--- src/rtl/dvsd_param_updown_counter.sv ---
// dvsd_param_updown_counter: parametrised up/down counter with modulus, wrap/saturate,
// clock-enable prescaler, synchronous load and registered terminal-count pulse.
module dvsd_param_updown_counter #(
    parameter int              WIDTH    = 4,
    parameter longint unsigned MODULUS  = 16,
    parameter int              SATURATE = 0,
    parameter int              PRESCALE = 1
) (
    input  logic             clk,
    input  logic             reset,
    input  logic             en,
    input  logic             updown,
    input  logic             load,
    input  logic [WIDTH-1:0] load_val,
    output logic [WIDTH-1:0] out,
    output logic             tc,
    output logic             at_limit
);
    localparam int               PW    = PRESCALE > 1 ? $clog2(PRESCALE) : 1;
    localparam logic [WIDTH:0]   MOD_X = (WIDTH+1)'(MODULUS);
    localparam logic [WIDTH-1:0] MAX_W = WIDTH'(MODULUS - 1);
    localparam logic [PW-1:0]    PC_END = PW'(PRESCALE - 1);

    if (MODULUS > (64'd1 << WIDTH) || MODULUS < 2 || PRESCALE == 0 || WIDTH < 1 || WIDTH > 32) begin : g_bad_params
        $error("dvsd_param_updown_counter: illegal WIDTH/MODULUS/PRESCALE");
    end

    logic [PW-1:0]    r_pc;
    logic [WIDTH-1:0] r_out;
    logic             r_tc;
    logic             w_step;
    logic             w_lim;
    logic [WIDTH-1:0] w_nxt;
    logic [WIDTH-1:0] w_ld;

    assign w_step   = en && (r_pc == PC_END);
    assign w_lim    = updown ? (r_out == MAX_W) : (r_out == '0);
    // At a limit the counter either holds (saturate) or jumps to the opposite end
    assign w_nxt    = w_lim ? ((SATURATE != 0) ? r_out : (updown ? '0 : MAX_W))
                            : (updown ? r_out + 1'b1 : r_out - 1'b1);
    assign w_ld     = ({1'b0, load_val} >= MOD_X) ? MAX_W : load_val;
    assign out      = r_out;
    assign tc       = r_tc;
    assign at_limit = w_lim;

    always_ff @(posedge clk or negedge reset) begin
        if (!reset) begin
            r_out <= '0;
            r_pc  <= '0;
            r_tc  <= 1'b0;
        end else if (load) begin
            r_out <= w_ld;
            r_pc  <= '0;
            r_tc  <= 1'b0;
        end else if (en) begin
            r_pc  <= w_step ? '0 : r_pc + PW'(1);
            r_out <= w_step ? w_nxt : r_out;
            r_tc  <= w_step && w_lim;
        end else begin
            r_tc  <= 1'b0;
        end
    end
endmodule

--- config.mk ---
export PLATFORM = sky130hd
export DESIGN_NAME = dvsd_param_updown_counter
export DESIGN_NICKNAME = d
export VERILOG_FILES = /design/src/rtl/dvsd_param_updown_counter.sv
export SDC_FILE = /design/constraint.sdc
export NUM_CORES = 1
export LEC_CHECK = 0
export CORE_AREA = 2 2 39 41
export CTS_CLUSTER_DIAMETER = 150
export DETAILED_ROUTE_END_ITERATION = 10
export DIE_AREA = 0 0 41 43
export SYNTH_ARGS = -nofsm -noshare
export SYNTH_HDL_FRONTEND = slang
export SYNTH_SLANG_ARGS = --single-unit
--- constraint.sdc ---
create_clock -name clk -period 2.1 [get_ports clk]
set_clock_uncertainty 0.05 [all_clocks]
set_input_delay 0.63 -clock clk [delete_from_list [all_inputs] [get_ports clk]]
set_output_delay 0.63 -clock clk [all_outputs]
set_load 0.01 [all_outputs]
==> results.md <==
Synth:
- The fraction of post-synthesis cell area in the top cell type by area is 35.8%.
- The count of synthesis-stage warnings from yosys is 0.
- For this run, the leading register cell type out of synthesis is dfrtp_1.
- The share of the Yosys chip area taken by registers is 35.8%.
- The post-synthesis average cell area is 9.98 sq um.
- Sorting the synthesized cells by area gives the leading types as dfrtp_1, ha_1, a21oi_1, fa_1, xnor2_1.
- The number of synthesized flops with an enable pin is 0.
- The flip-flop and latch count after synthesis is 6.
- In this run, distinct cell masters in the synthesized netlist total 25.
- The number of nets produced by synthesis is 54.
- After synthesis the cells add up to 419 sq um.
- The fraction of registers with async set/reset is 100%.
- The commonest cells after synthesis are dfrtp_1, a21oi_1, nand2_1.
- dfrtp_1 is the most common cell in the netlist.
- The gate count of the mapped netlist is 42.
- Of all cell types, the one taking the most synthesized area is dfrtp_1.

Routing:
- In the routed design, unresolved DRC markers number 0.
- The routed length on met1 is 436 um.
- The remaining antenna violation count after routing is 0.
- The top routing layer in use is met3.
- The number of detailed-routing iterations run before antenna repair is 2.
- After the first detailed-routing iteration, the DRC count stood at 4.
- The routed length per instance is 10.7 um.
- The wire length on met3 is 28 um.
- The final layout contains routed wiring with a total length of 924 um.
- The detailed route wirelength on metal2 is 459 um.
- Dividing the detail-routed via count by the number of cells gives 4.84.
- The number of vias after detailed routing is 416.

Clock tree:
- The maximum level of the CTS H-tree is 1.
- The clock sink count is 6.
- The clock reaches the later pin of the worst-skew pair after 0.23 ns.
- After clock tree synthesis, the clock-pin slew on the worst setup and hold paths is 0.04 ns.
- The total clock buffers created by CTS is 3.
- TritonCTS built the clock tree.
- The library cell used as clock root buffer is clkbuf_4.
- The deepest clock path buffer count is 2.

Pwr:
- In this run the static leakage power is 0.296 nW.
- The worst-case IR drop observed on VDD is 281 uV.
- Power spread over the standard cell area amounts to 590 mW/mm^2.

Timing:
- The minimum period implied by the final worst setup slack is 2.13 ns.
- Setup repair after global routing could not meet its margin everywhere.
- The transition time of the tightest slew-check pin is 0.380 ns.
- Setup violations remaining at the end of the flow were counted as 1.
- The post-route worst setup slack is -0.0274 ns.
- The number of max-slew violations in the final report is 0.
- The final worst hold slack is 0.509 ns.
- Static timing analysis puts the maximum clock frequency at 0.470 GHz.
- The max-slew headroom at the worst pin is 74.6%.
- The hold violation total from the final report is 0.
- The worst path uses 101% of the clock period.

Run status:
- The final reports fail on negative setup slack.
- The flow ran to the end, but the final reports show violations.

Final layout:
- The share of cells above drive strength 1 is 37.1%.
- The area growth from synthesis to layout is 65.7%.
- The final core utilization is 50.2%.
- The final layout contains 84 nets.
- The repair_antennas step left the layout with diodes totalling 0.

Die:
- The initialized floorplan defines 14 standard-cell rows.
- The effective utilization at floorplan is 30.3%.
- The area of the die is 0.00176 sq mm.
- The region available for standard cell placement spans 0.00138 sq mm.
- 15 I/O pins were placed.
- The height of the die is 43 um.
- The width of the chip is 41 um.

Critical path:
- The required time of the worst setup path is 1.42 ns.
- Of all nets on the critical path, the largest fanout is 2.
- The critical path launch point type is a flip-flop.
- The path type of the worst setup path is flip-flop to output port.
- At the worst endpoint, the arrival time is 1.45 ns.
- The kind of capture point of the worst setup path is an output port.

GRT:
- The maximum number of pins on one net before global-route repair is 11.
- The total track usage is 13.8%.
- The first-pass GRT wire length is 1.59 mm.
- The initial antenna violation count is 0.
- For this run the aggregate overflow at the end of global routing stands at 0.
- The via count of the first global-routing pass was 391.

Placement:
- Routability-driven placement finished with a final weighted congestion of 0.719.
- The worst slack at placement is -0.617 ns.
- The number of buffer cells added on primary ports is 14.

Flow run:
- The number of violations of the max-capacitance limit is 0.

Min path:
- The min-delay analysis places its worst path in the category flip-flop to flip-flop.
layer usage:
layer  track usage [%]  up-vias
li1                  -      214
met2              18.8        8
met4              8.00        0
met5                 0        -
met1              18.3      194
met3              4.71        0
state kept, by name, indices dropped and copies added (netlist names):
register / count
out: 4
r_pc: 1
tc: 1
kinds of logic after synthesis:
kind of cell | share of synthesized area, %
compound gates | 22.7
simple gates | 22.1
flops | 35.8
buf+inv | 4.48
fa+ha+maj | 10.7
xor+xnor | 4.18
layout by cell type, fill, tap and decap left out:
cell type         n
o21ai_1           2
nor2b_1           1
buf_2             1
clkbuf_4          3
inv_2             1
a21o_2            1
ha_4              1
o31ai_2           1
a41oi_1           1
nor3_2            1
and4_1            1
a32oi_1           1
ha_1              1
a21oi_1           3
nor2_1            1
buf_4            12
clkdlybuf4s50_1  12
or4_4             1
nand2_1           4
a211o_2           1
o21ai_2           1
dlygate4sd2_1     1
nor3b_2           1
inv_1             1
xnor2_1           2
fa_1              1
nor3b_1           1
a21oi_2           1
dfrtp_1           6
or2b_1            1
o21ai_0           1
nand3_1           2
o22ai_1           1
power breakdown:
part           switching [W]  internal, W
Sequential        0.00000542     0.000127
Clock              0.0000361    0.0000643
Combinational      0.0000766     0.000101
Total               0.000118     0.000292
final cells by class:
type,count,area (sq um)
timing repair buffer,26,224
tap,16,20.0
fill,134,689
inverter,2,7.51
multi-input combinational,33,270
sequential,6,150
clock buffer,3,22.5
worst max-delay path: stages (launching register included):
cell and delay, ns:
dfrtp_1 0.37, or4_4 0.55, o21ai_2 0.15, buf_2 0.15
path summary, 6_finish.rpt:
| kind | startpoint | endpoint | slack [ns] | cells past startpoint |
|---|---|---|---|---|
| min in group asynchronous | reset | out[0] | 0.58 | 1 |
| max | out[1] | at_limit | -0.03 | 3 |
| min reg2reg | r_pc | r_pc | 0.51 | 1 |
| max in group asynchronous | reset | out[3] | 1.22 | 1 |
| max reg2reg | out[2] | out[3] | 0.36 | 6 |
| min | r_pc | r_pc | 0.51 | 1 |
stage by stage:
stage | power (W) | cell area, sq um | cells | TNS (ns)
after global routing | 0.000447 | 694 | 86 | -0.0837
final | 0.000410 | 694 | 86 | -0.0274
after detailed placement | 0.000306 | 658 | 83 | -1.90
after CTS | 0.000420 | 694 | 86 | -0.0257
after global placement | 0.000305 | 658 | 83 | -1.88
after floorplan | 0.000216 | 419 | 42 | 0
what timing repair did:
action                     in CTS  in global routing
pin swaps                       4                  0
setup endpoints to repair       4                  1
gates resized for setup         9                  0
setup buffers                   0                  0
hold buffers                    0                  0
Power figures use the tool's default switching activity.
